--- src/rtl/conv_frame_ctrl.sv ---
// Frame sequencer for the 5x5 sliding-window CNN front end.
// Streams one IX x IY frame from image RAM into the line buffer in raster
// order, tags every window the line buffer emits with its (x,y) output
// coordinate, and reports frame completion or a drain timeout.
//
// Flow control: a RAM read is issued (o_mem_rd_en) only in cycles following
// a clock edge at which i_ds_ready was high, so reads stop the cycle after
// i_ds_ready falls. Data returns one cycle after the read and is forwarded to
// the line buffer as o_lb_valid/o_lb_pixel with no stall capability; the
// downstream must absorb the windows already in the line-buffer pipeline.
// Windows (i_lb_window_valid) are always accepted and never back-pressured.
module conv_frame_ctrl #(
  parameter int I_F_BW  = 8,
  parameter int IX      = 28,
  parameter int IY      = 28,
  parameter int KX      = 5,
  parameter int KY      = 5,
  parameter int TIMEOUT = 256
) (
  input  logic                       clk,
  input  logic                       reset,
  input  logic                       i_start,
  input  logic                       i_abort,
  input  logic                       i_ds_ready,
  output logic                       o_mem_rd_en,
  output logic [$clog2(IX*IY)-1:0]   o_mem_addr,
  input  logic [I_F_BW-1:0]          i_mem_rdata,
  output logic                       o_lb_clear,
  output logic                       o_lb_valid,
  output logic [I_F_BW-1:0]          o_lb_pixel,
  input  logic                       i_lb_window_valid,
  output logic [$clog2(IX)-1:0]      o_win_x,
  output logic [$clog2(IY)-1:0]      o_win_y,
  output logic                       o_win_last,
  output logic                       o_busy,
  output logic                       o_done,
  output logic                       o_err,
  output logic [2:0]                 o_state
);

  localparam int NWX  = IX - KX + 1;
  localparam int NWY  = IY - KY + 1;
  localparam int NWIN = NWX * NWY;
  localparam int NPIX = IX * IY;
  localparam int AW   = $clog2(IX*IY);
  localparam int XW   = $clog2(IX);
  localparam int YW   = $clog2(IY);
  localparam int CW   = $clog2(NWIN + 1);
  localparam int TW   = $clog2(TIMEOUT + 1);

  localparam logic [AW-1:0] PIX_LAST  = AW'(NPIX - 1);
  localparam logic [CW-1:0] WIN_TOTAL = CW'(NWIN);
  localparam logic [CW-1:0] WIN_LAST  = CW'(NWIN - 1);
  localparam logic [XW-1:0] X_LAST    = XW'(NWX - 1);
  localparam logic [TW-1:0] IDLE_LAST = TW'(TIMEOUT - 1);

  typedef enum logic [2:0] {
    S_IDLE  = 3'd0,
    S_CLEAR = 3'd1,
    S_FETCH = 3'd2,
    S_DRAIN = 3'd3,
    S_DONE  = 3'd4
  } state_t;

  state_t          state;
  logic [AW-1:0]   pix_cnt;
  logic [CW-1:0]   win_cnt;
  logic [XW-1:0]   win_x;
  logic [YW-1:0]   win_y;
  logic [TW-1:0]   idle_cnt;
  logic            err;

  logic            tracking;
  logic            win_ok;
  logic            win_is_last;

  // Windows only count while a frame is live and before the full set is seen.
  assign tracking    = (state == S_CLEAR) || (state == S_FETCH) || (state == S_DRAIN);
  assign win_ok      = tracking && i_lb_window_valid && (win_cnt < WIN_TOTAL);
  assign win_is_last = win_ok && (win_cnt == WIN_LAST);

  assign o_win_x    = win_x;
  assign o_win_y    = win_y;
  assign o_win_last = win_is_last;
  assign o_lb_pixel = i_mem_rdata;
  assign o_state    = state;

  // Frame FSM, read address generation, window tagging and drain timeout.
  always_ff @(posedge clk) begin
    if (reset) begin
      state       <= S_IDLE;
      pix_cnt     <= '0;
      win_cnt     <= '0;
      win_x       <= '0;
      win_y       <= '0;
      idle_cnt    <= '0;
      err         <= 1'b0;
      o_mem_rd_en <= 1'b0;
      o_mem_addr  <= '0;
      o_lb_clear  <= 1'b0;
      o_busy      <= 1'b0;
      o_done      <= 1'b0;
      o_err       <= 1'b0;
    end else begin
      o_lb_clear  <= 1'b0;
      o_mem_rd_en <= 1'b0;
      o_done      <= 1'b0;
      o_err       <= 1'b0;

      // Coordinates hold on the final window so they stay at (NWX-1,NWY-1).
      if (win_ok) begin
        win_cnt <= win_cnt + CW'(1);
        if (!win_is_last) begin
          if (win_x == X_LAST) begin
            win_x <= '0;
            win_y <= win_y + YW'(1);
          end else begin
            win_x <= win_x + XW'(1);
          end
        end
      end

      case (state)
        S_IDLE: begin
          if (i_start) begin
            state      <= S_CLEAR;
            o_lb_clear <= 1'b1;
            o_busy     <= 1'b1;
            pix_cnt    <= '0;
            win_cnt    <= '0;
            win_x      <= '0;
            win_y      <= '0;
            idle_cnt   <= '0;
            err        <= 1'b0;
            o_mem_addr <= '0;
          end
        end
        S_CLEAR: begin
          state <= S_FETCH;
        end
        S_FETCH: begin
          if (i_ds_ready) begin
            o_mem_rd_en <= 1'b1;
            o_mem_addr  <= pix_cnt;
            pix_cnt     <= pix_cnt + AW'(1);
            if (pix_cnt == PIX_LAST) begin
              state <= S_DRAIN;
            end
          end
        end
        S_DRAIN: begin
          if (win_is_last || (win_cnt == WIN_TOTAL)) begin
            state  <= S_DONE;
            o_done <= 1'b1;
            o_err  <= err;
          end else if (win_ok) begin
            idle_cnt <= '0;
          end else if (idle_cnt == IDLE_LAST) begin
            idle_cnt <= idle_cnt + TW'(1);
            err      <= 1'b1;
            state    <= S_DONE;
            o_done   <= 1'b1;
            o_err    <= 1'b1;
          end else begin
            idle_cnt <= idle_cnt + TW'(1);
          end
        end
        S_DONE: begin
          state  <= S_IDLE;
          o_busy <= 1'b0;
        end
        default: begin
          state  <= S_IDLE;
          o_busy <= 1'b0;
        end
      endcase

      // Abort cancels the frame outright; it cannot collide with a start
      // because start is only honoured in IDLE.
      if (i_abort && (state != S_IDLE)) begin
        state       <= S_IDLE;
        o_busy      <= 1'b0;
        o_mem_rd_en <= 1'b0;
        o_mem_addr  <= '0;
        o_lb_clear  <= 1'b0;
        o_done      <= 1'b0;
        o_err       <= 1'b0;
        pix_cnt     <= '0;
        win_cnt     <= '0;
        win_x       <= '0;
        win_y       <= '0;
        idle_cnt    <= '0;
        err         <= 1'b0;
      end
    end
  end

  // Pixel valid trails the read strobe by the RAM's one-cycle latency.
  always_ff @(posedge clk) begin
    if (reset) begin
      o_lb_valid <= 1'b0;
    end else begin
      o_lb_valid <= o_mem_rd_en;
    end
  end

endmodule

--- config.mk ---
export PLATFORM = sky130hd
export DESIGN_NAME = conv_frame_ctrl
export DESIGN_NICKNAME = d
export VERILOG_FILES = /design/src/rtl/conv_frame_ctrl.sv
export SDC_FILE = /design/constraint.sdc
export NUM_CORES = 1
export LEC_CHECK = 0
export CAP_MARGIN = 20
export CELL_PAD_IN_SITES_DETAIL_PLACEMENT = 1
export CELL_PAD_IN_SITES_GLOBAL_PLACEMENT = 1
export CORE_UTILIZATION = 39
export CTS_CLUSTER_SIZE = 14
export DETAILED_ROUTE_END_ITERATION = 8
export GPL_ROUTABILITY_DRIVEN = 1
export PLACE_DENSITY = 0.88
export SYNTH_ARGS = -nofsm -noshare
export SYNTH_HDL_FRONTEND = slang
export SYNTH_SLANG_ARGS = --single-unit
--- constraint.sdc ---
create_clock -name clk -period 2.35 [get_ports clk]
set_input_delay 0.47 -clock clk [delete_from_list [all_inputs] [get_ports clk]]
set_output_delay 0.47 -clock clk [all_outputs]
set_load 0.01 [all_outputs]
==> impl_results.md, run 1 <==
- Outcome: complete, no violations
- Vias per cell: 5.326
- Reg2reg path depth: 5
- Crit-path max FO: 5
- Met3 routed WL: 250 um
- Setup Skew: roughly 0.0055 ns
- Net load switching power: roughly 670 uW
- Largest net degree at the start of global routing: 30
- Routed wl met2: approximately 3500 um
- Die Y: around 86 um
- Drt wl/cell: between 15 and 20 um
- Post-CTS setup buffer count: 0
- DRT met1 WL: 3080 um
- WHS: ~0.46 ns
- Post-synth top flop: dfxtp_1
- FF+latch count, synth: 59
- Syn Nets: 342
- Vias in the first global route: approximately 2400
- Core Rows: 30
- Total grt overflow: 0
- TritonRoute pass-1 iters: 4
- Combinational share of power: roughly 17%
- Critical path type: reg2out
- CTS resizes: 5
- CTS tree: built
- Pwr dens: 685.1 mW/mm^2
- First-pass GRT wire length: ~12000 um
- All-Layer GR Usage: between 10% and 20%
- Worst-Margin Slew: around 0.60 ns
- # setup viols final: 0
- Highest metal used: met4
- IO Port Bufs: 35
- CP endpoint kind: output port
- Number of synthesized flops with an enable pin: 0
- Share of flip-flops with an asynchronous set or reset: 0%
- Via count: 2434
- Path type of the worst min-delay path: reg2reg
- Syn avg cell area: 8.634 sq um
- Int Power: ~1700 uW
- Post-route ant nets: 0
- Root Buffer: clkbuf_8
- Cell variety after synth: between 40 and 50
- Sw frac: roughly 29%
- Iter 0 DRT Violations: slightly below 90
- Sequential-to-total area share from yosys stat: a little over two fifths
- Core area: ~0.007 sq mm
- Hold buffers post-CTS: 0
- VDD IR max: roughly 0.29 mV
- CTS sink count: a little under 60
- Design area: about 0.0034 sq mm
- Setup_tns: 0 ns
- Synth Warn #: 0
- Max Slew Vio Count: 0
- F_max: about 480 MHz
- Worst slew margin: 59.84%
- Highest-count cells in the layout ignoring fill and taps: dfxtp_1 (57), clkdlybuf4s50_1 (34), nand2_1 (32), nor2_1 (31), a21oi_1 (27)
- Syn-to-layout area delta: 22.98%
- Required time worst endpoint: about 1.9 ns
- Post-DP Area: between 0.003 and 0.004 sq mm
- Lkg Pwr: ~0.0012 uW
- Total CTS buffers: 9
- Diodes inserted: 0
- Final period util: approximately 90%
- Multi-input logic area: roughly 0.0014 sq mm
- Area contributors post-synth: dfxtp_1 (43%), a21oi_1 (4.9%), nand2_1 (4.3%), nor2_1 (4.2%), nand3_1 (4.2%)
- Die area: 0.007448 sq mm
- Clock Path Buffers: 2
- RSZ-0062 raised after global routing: no
- H-Tree Depth: 3
- Final Critical Period: roughly 2.1 ns
- Area leader, netlist: dfxtp_1
- Register clock-pin slew on the reported worst setup and hold paths: about 0.070 ns
- DRC Markers: 0
- Routed WL: about 6900 um
- Register area: 0.001184 sq mm
- Syn Inst Count: 321
- Layout cells sized above 1: a little over a tenth
- Synth top area share: ~43%
- Synthesized area: 0.002771 sq mm
- Chip Width: 86.30 um
- Clk_lat worst skew: approximately 0.33 ns
- Crit path launch type: register
- Max-capacitance violation count: 0
- Fillers: just over 800
- Final Util: roughly half
- Detailed Place HPWL: roughly 4700 um
- GPL Wtd Cong: 0.7595
- Layout net count: 377
- Initial antenna violation count: 0
- Commonest non-fill, non-tap cell in the layout: dfxtp_1
- Clk pwr share: a little under two fifths
- Initial Util: between 40% and 50%
- Critical Path AT: roughly 1.6 ns
- Hold depth: 2
- Flop pwr share: a little under half
- Fin. Hold Viols: 0
- IO Count: between 50 and 60
[kinds of logic after synthesis]
logic type	Yosys count	synth area share, %
compound gates	58	14.13
xor+xnor	17	5.373
fa+ha+maj	7	3.160
buf+inv	30	5.778
flops	59	42.62
mux	5	1.806
simple gates	145	27.13
[state kept, by name, indices dropped and copies added (netlist names)]
| register | flops |
|---|---|
| err | 1 |
| idle_cnt | 9 |
| pix_cnt | 10 |
| o_err | 1 |
| win_cnt | 10 |
| o_done | 1 |
| o_busy | 1 |
| o_mem_rd_en | 1 |
| o_mem_addr | 10 |
| o_win_x | 5 |
| o_lb_valid | 1 |
| o_lb_clear | 1 |
| o_win_y | 5 |
| o_state | 3 |
[cell type report]
class	instances	share of cell area [%]
Clock inverter	1	0.1468
Multi-Input combinational cell	232	42.33
Clock buffer	15	5.470
Tap cell	96	3.524
Inverter	9	0.9912
Sequential cell	59	34.73
Timing Repair Buffer	45	12.81
[cells in the mapped netlist (6+ instances only)]
cell type,n
nand3_1,23
a31oi_1,8
a21oi_1,27
nand4_1,10
o21ai_0,8
nand2b_1,6
nand2_1,32
xnor2_1,8
dfxtp_1,59
nor3_1,8
inv_1,9
ha_1,7
xor2_1,9
and3_1,10
buf_4,9
nor2_1,31
[critical path, stage by stage, from the launching register on]
cell and delay, ns:
dfxtp_2 0.39, ha_4 0.17, and3b_1 0.20, nand3_1 0.14, nor2_1 0.11, dlygate4sd2_1 0.27
[power groups by stage]
stage | Combinational [uW] | Clock (uW) | Sequential, uW
after global routing | 428 | 961 | 1060
after floorplan | 247 | 0 | 1070
after detailed placement | 383 | 0 | 1070
after CTS | 387 | 923 | 1060
final | 387 | 892 | 1060
after global placement | 370 | 0 | 1070
[routing by layer]
layer | track usage (%) | up-vias
met5 | 0 | -
met4 | 8.333 | 0
met3 | 5.333 | 8
met2 | 33.26 | 45
met1 | 24.21 | 1191
li1 | - | 1190
[metrics by stage]
stage | std cells | worst slack [ns] | total power [uW]
after floorplan | 321 | 0.5068 | 1319
after global placement | 441 | 0.1541 | 1443
after detailed placement | 441 | 0.1383 | 1457
after CTS | 457 | 0.2182 | 2367
after global routing | 457 | 0.1431 | 2449
final | 457 | 0.2582 | 2335
[worst paths after layout]
| path | startpoint | to | slack, ns |
|---|---|---|---|
| max | win_cnt[0] | o_win_last | 0.26 |
| min | o_mem_addr[3] | o_mem_addr[3] | 0.46 |
| max reg2reg | o_state[1] | idle_cnt[7] | 0.40 |
| min reg2reg | o_mem_addr[3] | o_mem_addr[3] | 0.46 |
Note: power is estimated with default switching activity, not from simulation.
==> run 2, diff against run 1 <==
--- a/config.mk
+++ b/config.mk
@@ -13,6 +13,7 @@
 export DETAILED_ROUTE_END_ITERATION = 8
 export GPL_ROUTABILITY_DRIVEN = 1
 export PLACE_DENSITY = 0.88
+export SLEW_MARGIN = 20
 export SYNTH_ARGS = -nofsm -noshare
 export SYNTH_HDL_FRONTEND = slang
 export SYNTH_SLANG_ARGS = --single-unit
==> results of run 2 <==
Final layout, timing and power as in run 1 (identical DEF).
==> run 3, diff against run 2 <==
--- a/config.mk
+++ b/config.mk
@@ -13,6 +13,7 @@
 export DETAILED_ROUTE_END_ITERATION = 8
 export GPL_ROUTABILITY_DRIVEN = 1
 export PLACE_DENSITY = 0.88
+export SETUP_SLACK_MARGIN = 0.3
 export SLEW_MARGIN = 20
 export SYNTH_ARGS = -nofsm -noshare
 export SYNTH_HDL_FRONTEND = slang
==> impl_results.md, run 3 (synthesized netlist as in run 1, its figures left out) <==
- Outcome: complete, no violations
- Detailed Place HPWL: between 4000 and 5000 um
- Vias per cell: between 5 and 6
- Post-Layout Cell Count: ~460
- Top delay family on crit path: simple AND/OR/NAND/NOR gates
- Clk_lat worst skew: between 0.3 and 0.4 ns
- Commonest non-fill, non-tap cell in the layout: dfxtp_1
- Core area: approximately 0.0068 sq mm
- F_max: around 530 MHz
- Total grt overflow: 0
- Design area: 0.003470 sq mm
- Critical-path cell list: ha_4 -> and3b_2 -> nand3_4 -> nor2_2 -> buf_2
- Syn-to-layout area delta: 25.19%
- Post-route ant nets: 0
- RSZ-0062 raised after global routing: no
- IO Port Bufs: 35
- Final Critical Period: about 1.9 ns
- Critical path type: reg2out
- WHS: between 0.4 and 0.5 ns
- Initial antenna violation count: 0
- H-Tree Depth: 3
- All-Layer GR Usage: 19.95%
- Crit path launch type: register
- Lkg Pwr: between 0.001 and 0.0015 uW
- Register clock-pin slew on the reported worst setup and hold paths: 0.06 ns
- Hold buffers post-CTS: 0
- Diodes inserted: 0
- Setup Skew: approximately 0.0048 ns
- Placed cell count: between 400 and 500
- Iter 0 DRT Violations: 81
- Die area: 0.007448 sq mm
- Max-capacitance violation count: 0
- Max incr delay on CP: about 0.38 ns
- Core Rows: 30
- Fillers: a little over 800
- TritonRoute pass-1 iters: 4
- Layout cells sized above 1: 13.70%
- Vias in the first global route: between 2000 and 2500
- Required time worst endpoint: 1.88 ns
- Via count: around 2500
- Chip Width: ~86 um
- Post-DP Area: around 0.0032 sq mm
- DRC Markers: 0
- GPL Wtd Cong: roughly 0.76
- CTS sink count: slightly below 60
- Worst-Margin Slew: between 0.5 and 0.6 ns
- Layout net count: approximately 380
- Routed WL: between 7000 and 8000 um
- Worst slew margin: ~61%
- Crit-path max FO: 4
- Path type of the worst min-delay path: reg2reg
- Critical Path Slowest Stage Cell: dfxtp_4
- Largest net degree at the start of global routing: 30
- Buf+Inv Stages, Crit Path: 1
- CTS tree: built
- Pwr dens: between 600 and 700 mW/mm^2
- Leading registers by flop count: o_mem_addr x10, pix_cnt x10, win_cnt x10
- VDD IR max: 0.2884 mV
- Clock Path Buffers: 2
- # setup viols final: 0
- IO Count: 52
- Multi-input logic area: around 0.0015 sq mm
- Final Util: about half
- CP endpoint kind: output port
- Register area: approximately 0.0012 sq mm
- Highest-count cells in the layout ignoring fill and taps: dfxtp_1 (56), clkdlybuf4s50_1 (34), nand2_1 (32), nor2_1 (30), a21oi_1 (27)
- Die Y: 86.30 um
- Root Buffer: clkbuf_8
- Initial Util: 40.57%
- Final period util: just over 80%
- Setup_tns: 0 ns
- Total CTS buffers: 9
- Fin. Hold Viols: 0
- Max Slew Vio Count: 0
- First-pass GRT wire length: around 12000 um
- Drt wl/cell: between 15 and 20 um
- Critical Path AT: 1.43 ns
run 3: metrics by stage:
step | setup WS (ns) | total power, uW
2_1_floorplan | 0.5068 | 1319
3_3_place_gp | 0.1541 | 1443
3_5_place_dp | 0.1383 | 1457
4_1_cts | 0.3085 | 2367
5_1_grt | 0.3278 | 2451
6_report | 0.4545 | 2341
run 3: cell type report:
cell class | instances | share of cell area, %
tap | 96 | 3.462
clock inverter | 1 | 0.1442
multi-input combinational | 232 | 42.41
inverter | 9 | 0.9737
sequential | 59 | 34.29
timing repair buffer | 49 | 13.34
clock buffer | 15 | 5.373
run 3: power breakdown:
part,total (uW),internal (uW),switching (uW)
sequential,1050,1030,27.5
combinational,395,148,247
clock,892,498,394
total,2340,1670,668
run 3: metal layers:
layer	wire, um	global-route usage [%]
met3	229	5.143
met1	3140	24.29
met5	0	0
met2	3610	33.55
met4	85	8.182
run 3: worst reg2reg max path, cell delays in order, from the launching register on:
cell and delay, ns:
dfxtp_1 0.50, and3b_2 0.29, and3_1 0.28, a21boi_0 0.39, nand2_1 0.15, and2_1 0.18
run 3: worst paths after layout:
kind | from | end | slack, ns | cells past startpoint
hold / removal | o_mem_addr[3] | o_mem_addr[3] | 0.46 | 2
setup reg to reg | win_cnt[6] | o_state[2] | 0.47 | 5
setup / recovery | win_cnt[1] | o_win_last | 0.45 | 5
hold reg to reg | o_mem_addr[3] | o_mem_addr[3] | 0.46 | 2
run 3: what timing repair did:
item                                    CTS  global route
resized for setup                        10             9
buffers inserted                          1             3
hold endpoints to repair                  0             0
pin swaps                                 1             2
endpoints found under the setup margin    1             7
